<file path="config.mk">
export PLATFORM = sky130hd
export DESIGN_NAME = sccb_write_arbiter
export DESIGN_NICKNAME = d
export VERILOG_FILES = /design/src/rtl/sccb_write_arbiter.sv
export SDC_FILE = /design/constraint.sdc
export NUM_CORES = 1
export LEC_CHECK = 0
export BUFFER_PORTS_ARGS = -buffer_cell sky130_fd_sc_hd__buf_2
export CAP_MARGIN = 30
export CORE_MARGIN = 2
export CORE_UTILIZATION = 39
export DETAILED_ROUTE_END_ITERATION = 6
export PLACE_DENSITY = 0.73
export RECOVER_POWER = 100
export SLEW_MARGIN = 20
export SYNTH_ARGS = -nofsm -noshare
export SYNTH_HDL_FRONTEND = slang
export SYNTH_SLANG_ARGS = --single-unit
export TNS_END_PERCENT = 50
</file>
<file path="constraint.sdc">
create_clock -name i_clk -period 2.1 [get_ports i_clk]
set_clock_uncertainty 0.1 [all_clocks]
set_input_delay 0.42 -clock i_clk [delete_from_list [all_inputs] [get_ports i_clk]]
set_output_delay 0.42 -clock i_clk [all_outputs]
set_load 0.005 [all_outputs]
</file>
<file path="src/rtl/sccb_write_arbiter.sv">
// sccb_write_arbiter: shares one SCCB transmitter between two register-write requesters,
// sequencing start, busy/done tracking, inter-write gap, soft-reset settle and hang detection.
module sccb_write_arbiter #(
    parameter int CLK_FREQUENCY     = 25000000,
    parameter int ROUND_ROBIN       = 0,
    parameter int GAP_CYCLES        = 250,
    parameter int RESET_WAIT_CYCLES = CLK_FREQUENCY / 1000,
    parameter int BUSY_TIMEOUT      = 16,
    parameter int DONE_TIMEOUT      = CLK_FREQUENCY / 1000
) (
    input  logic       i_clk,
    input  logic       i_reset_n,
    input  logic       i_req0_valid,
    input  logic [7:0] i_req0_address,
    input  logic [7:0] i_req0_data,
    output logic       o_req0_ready,
    input  logic       i_req1_valid,
    input  logic [7:0] i_req1_address,
    input  logic [7:0] i_req1_data,
    output logic       o_req1_ready,
    output logic       o_SCCB_start,
    output logic [7:0] o_SCCB_address,
    output logic [7:0] o_SCCB_data,
    input  logic       i_SCCB_ready,
    output logic       o_busy,
    output logic       o_grant,
    output logic       o_error,
    output logic [7:0] o_error_address,
    input  logic       i_error_clear
);
    localparam int MAX_AB  = RESET_WAIT_CYCLES > DONE_TIMEOUT ? RESET_WAIT_CYCLES : DONE_TIMEOUT;
    localparam int MAX_CD  = GAP_CYCLES > BUSY_TIMEOUT ? GAP_CYCLES : BUSY_TIMEOUT;
    localparam int MAX_CNT = MAX_AB > MAX_CD ? MAX_AB : MAX_CD;
    localparam int CW      = $clog2(MAX_CNT + 1);

    typedef enum logic [2:0] {IDLE, ISSUE, WAIT_BUSY, WAIT_DONE, GAP} state_t;

    state_t        state_q, state_d;
    logic [CW-1:0] cnt_q, cnt_d;
    logic [7:0]    addr_q, addr_d, data_q, data_d, err_addr_q, err_addr_d;
    logic          grant_q, grant_d, favor_q, favor_d, long_q, long_d;
    logic          error_q, error_d, rdy0_q, rdy0_d, rdy1_q, rdy1_d;
    logic          start_q, start_d, busy_q, busy_d;
    logic          pick, timeout;

    always_comb begin
        state_d    = state_q;
        cnt_d      = cnt_q;
        addr_d     = addr_q;
        data_d     = data_q;
        grant_d    = grant_q;
        favor_d    = favor_q;
        long_d     = long_q;
        error_d    = error_q;
        err_addr_d = err_addr_q;
        rdy0_d     = 1'b0;
        rdy1_d     = 1'b0;
        start_d    = 1'b0;
        timeout    = 1'b0;
        pick = (ROUND_ROBIN != 0 && i_req0_valid && i_req1_valid) ? favor_q : !i_req0_valid;
        case (state_q)
            IDLE: if (i_SCCB_ready && (i_req0_valid || i_req1_valid)) begin
                state_d = ISSUE;
                grant_d = pick;
                favor_d = !pick;
                addr_d  = pick ? i_req1_address : i_req0_address;
                data_d  = pick ? i_req1_data : i_req0_data;
                rdy0_d  = !pick;
                rdy1_d  = pick;
            end
            ISSUE: begin
                start_d = 1'b1;
                cnt_d   = '0;
                state_d = WAIT_BUSY;
            end
            WAIT_BUSY: if (!i_SCCB_ready) begin
                state_d = WAIT_DONE;
                cnt_d   = '0;
            end else if (cnt_q == CW'(BUSY_TIMEOUT - 1)) timeout = 1'b1;
            else cnt_d = cnt_q + 1'b1;
            WAIT_DONE: if (i_SCCB_ready) begin
                state_d = GAP;
                cnt_d   = '0;
                long_d  = addr_q == 8'h12 && data_q[7];
            end else if (cnt_q == CW'(DONE_TIMEOUT - 1)) timeout = 1'b1;
            else cnt_d = cnt_q + 1'b1;
            GAP: if (cnt_q == (long_q ? CW'(RESET_WAIT_CYCLES - 1) : CW'(GAP_CYCLES - 1))) state_d = IDLE;
            else cnt_d = cnt_q + 1'b1;
            default: state_d = IDLE;
        endcase
        // a timeout outranks a simultaneous clear so no hang goes unreported
        if (timeout) begin
            state_d = GAP;
            cnt_d   = '0;
            long_d  = 1'b0;
            error_d = 1'b1;
            if (!error_q) err_addr_d = addr_q;
        end else if (i_error_clear) begin
            error_d    = 1'b0;
            err_addr_d = '0;
        end
        busy_d = state_d != IDLE;
    end

    always_ff @(posedge i_clk or negedge i_reset_n) begin
        if (!i_reset_n) begin
            state_q    <= IDLE;
            cnt_q      <= '0;
            addr_q     <= '0;
            data_q     <= '0;
            grant_q    <= 1'b0;
            favor_q    <= 1'b0;
            long_q     <= 1'b0;
            error_q    <= 1'b0;
            err_addr_q <= '0;
            rdy0_q     <= 1'b0;
            rdy1_q     <= 1'b0;
            start_q    <= 1'b0;
            busy_q     <= 1'b0;
        end else begin
            state_q    <= state_d;
            cnt_q      <= cnt_d;
            addr_q     <= addr_d;
            data_q     <= data_d;
            grant_q    <= grant_d;
            favor_q    <= favor_d;
            long_q     <= long_d;
            error_q    <= error_d;
            err_addr_q <= err_addr_d;
            rdy0_q     <= rdy0_d;
            rdy1_q     <= rdy1_d;
            start_q    <= start_d;
            busy_q     <= busy_d;
        end
    end

    assign o_req0_ready    = rdy0_q;
    assign o_req1_ready    = rdy1_q;
    assign o_SCCB_start    = start_q;
    assign o_SCCB_address  = addr_q;
    assign o_SCCB_data     = data_q;
    assign o_busy          = busy_q;
    assign o_grant         = grant_q;
    assign o_error         = error_q;
    assign o_error_address = err_addr_q;
endmodule

</file>
==> flow_metrics.env <==
export IMPL_syn_avg_cell_area_sq_um=10.29
export IMPL_drc_errors=0
export IMPL_synth_xor_area_share_pct=0.3445
export IMPL_hold_viol=0
export IMPL_antenna_cells=0
export IMPL_cp_end_kind="register"
export IMPL_final_core_util_pct=51.05
export IMPL_numPortBuffers=67
export IMPL_insertion_delay_ns=0.30
export IMPL_hp_class="primary input to register"
export IMPL_rsz0062_at_grt="yes"
export IMPL_finalCriticalPeriod_ns=2.049
export IMPL_n_fill_cell=585
export IMPL_vias=2338
export IMPL_synth_nets=286
export IMPL_synth_common_cells="dfrtp_1 (49), nor2_1 (35), a21oi_1 (20)"
export IMPL_synth_area_leader_cell="dfrtp_1"
export IMPL_synth_top_family_by_area="simple AND/OR/NAND/NOR gates"
export IMPL_cp_required_ns=2.19
export IMPL_synth_mux_area_share_pct=7.185
export IMPL_cts_root_buffer="clkbuf_8"
export IMPL_fp_dieW_microns=84.74
export IMPL_start_kind="register"
export IMPL_core_area_sq_um=6314
export IMPL_dr_first_iter_drc_count=194
export IMPL_clock_path_buffers=2
export IMPL_cts_sinks=49
export IMPL_synth_flop_cell="dfrtp_1"
export IMPL_power_density_nw_per_um2=1065
export IMPL_grt_pass1_vias=2179
export IMPL_antenna_found_initial=0
export IMPL_synth_distinct_cells=49
export IMPL_grt_start_max_net_pins=35
export IMPL_synth_seq_cells=49
export IMPL_wl_per_cell_microns=16.02
export IMPL_path_clk_slew_ns=0.09
export IMPL_worstPathMaxFanout=9
export IMPL_finalPower_mw=3.432
export IMPL_synthAdderAreaFrac_pct=0.4921
export IMPL_fin_crit_sh_pct=97.58
export IMPL_rows=29
export IMPL_gp_congestion=0.8875
export IMPL_start_util_pct=40.27
export IMPL_yosys_area_share_simple_pct=20.62
export IMPL_async_reset_ff_share_pct=100.0
export IMPL_fmax_mhz=488.0
export IMPL_synth_compound_area_share_pct=19.88
export IMPL_ys_seq_area_share_pct=48.23
export IMPL_yosysMostFrequentCell="dfrtp_1"
export IMPL_grt_ovfl_total=0
export IMPL_drtPass1Iterations=5
export IMPL_dpl_hpwl_microns=4752
export IMPL_synth_area_leaders="dfrtp_1 (48%), mux2i_1 (6.3%), a22o_1 (5.5%)"
export IMPL_ios=68
export IMPL_leakage_nw=1.538
export IMPL_setup_viol=0
export IMPL_syn_inst=247
export IMPL_tightest_slew_ns=1.148
export IMPL_yosys_area_top_type_share_pct=48.23
export IMPL_yosys_warnings=0
export IMPL_cts_buffers_inserted=5
export IMPL_grtUsageTotal_pct=18.92
export IMPL_routed_wl_microns=6552
export IMPL_finalNetCount=370
export IMPL_grt_pass1_wl_microns=10920
export IMPL_slew_headroom_pct=23.44
export IMPL_status="completed"
export IMPL_slew_viol_final=0
export IMPL_worst_setup_path_type="register to register"
export IMPL_synth_area_sq_um=2542
export IMPL_synth_edf_count=0
export IMPL_drv_cap=0
export IMPL_dieHeight_microns=84.74
export IMPL_cts_htree_levels=2
export IMPL_layout_setup_ws_ns=0.05087
export IMPL_layout_drive_gt1_share_pct=29.82
export IMPL_preCtsSetupSlack_ns=-0.01979
export IMPL_arrival_ns=2.14
export IMPL_routed_via_density=5.716
export IMPL_area_delta_synth_final_pct=26.77
export IMPL_max_vdd_ir_drop_v=0.0006881
export IMPL_dieArea_sq_um=7181
export IMPL_route_antenna_remaining_nets=0
export IMPL_cts_tree="built"
-- cell type report --
class / count / area (sq um) / share of cell area (%)
Clock buffer: 6 / 72.57 / 2.252
Tap cell: 77 / 96.34 / 2.989
Timing Repair Buffer: 88 / 498.0 / 15.45
Clock inverter: 2 / 38.79 / 1.203
Sequential cell: 49 / 1229 / 38.12
Multi-Input combinational cell: 182 / 1270 / 39.40
Inverter: 5 / 18.77 / 0.5823
-- worst max-delay path, cell delays in order, from the launching register on --
cell and delay, ns:
dfrtp_1 0.43, nor4b_4 0.33, a41o_1 0.28, a31oi_4 0.17, o211a_4 0.32, a221o_1 0.30
-- timing repair --
item	in CTS	in global routing
setup buffers	0	2
hold endpoints to repair	19	0
endpoints found under the setup margin	0	22
hold buffers	1	0
gates resized for setup	0	6
-- cells in the final DEF, fill, tap and decap left out, drive strengths merged, types with 7 or more instances in the layout --
cell type and count:
a21oi 22, a22o 16, and3 7, buf 71, clkbuf 22, dfrtp 49
mux2i 16, nand2 16, nor2 36
-- path summary, 6_finish.rpt --
path | from | end | slack [ns] | cells after the start
min | i_error_clear | o_error | 0.24 | 2
min reg2reg | o_error_address[6] | o_error_address[6] | 0.40 | 1
max in group asynchronous | i_reset_n | cnt_q[3] | 0.37 | 2
max reg2reg | cnt_q[8] | cnt_q[11] | 0.05 | 5
min in group asynchronous | i_reset_n | o_SCCB_address[3] | 0.76 | 2
max | cnt_q[8] | cnt_q[11] | 0.05 | 5
-- cells by family after synthesis --
group	count (synthesis)
compound gates	66
xor+xnor	1
fa+ha+maj	1
buf+inv	17
flops	49
mux	18
simple gates	95
-- layer usage --
metal  track usage, %  vias to the layer above  part of all wire, %  wire length [microns]
li1                 -                     1088                    -                      -
met1            25.41                     1137                   41                   2715
met2            31.21                       97                   51                   3338
met3            2.655                       16                  5.2                    338
met4            6.926                        0                  2.4                    159
met5                0                        -                    0                      0
-- through the flow --
step | area, sq um | hold WS, ns | TNS [ns] | cells
6_report | 3223 | 0.2428 | 0 | 409
3_3_place_gp | 3083 | 0.2958 | 0 | 397
4_1_cts | 3204 | 0.2151 | 0 | 406
2_1_floorplan | 2542 | 0.02441 | 0 | 247
5_1_grt | 3223 | 0.2262 | -0.004683 | 409
3_5_place_dp | 3083 | 0.3151 | -0.1149 | 397
-- state kept, by name, summed over array words and instances (netlist names) --
name / cells
cnt_q: 15
long_q: 1
o_SCCB_address: 8
o_SCCB_data: 8
o_SCCB_start: 1
o_busy: 1
o_error: 1
o_error_address: 8
o_grant: 1
o_req0_ready: 1
o_req1_ready: 1
state_q: 3
-- report_power, final --
part	leakage, nW	internal (mW)	switching (mW)
registers	0.622	1.18	0.222
logic	0.861	0.584	0.778
clock network	0.0554	0.358	0.310
total	1.54	2.12	1.31
(Power assumes the default switching activity.)
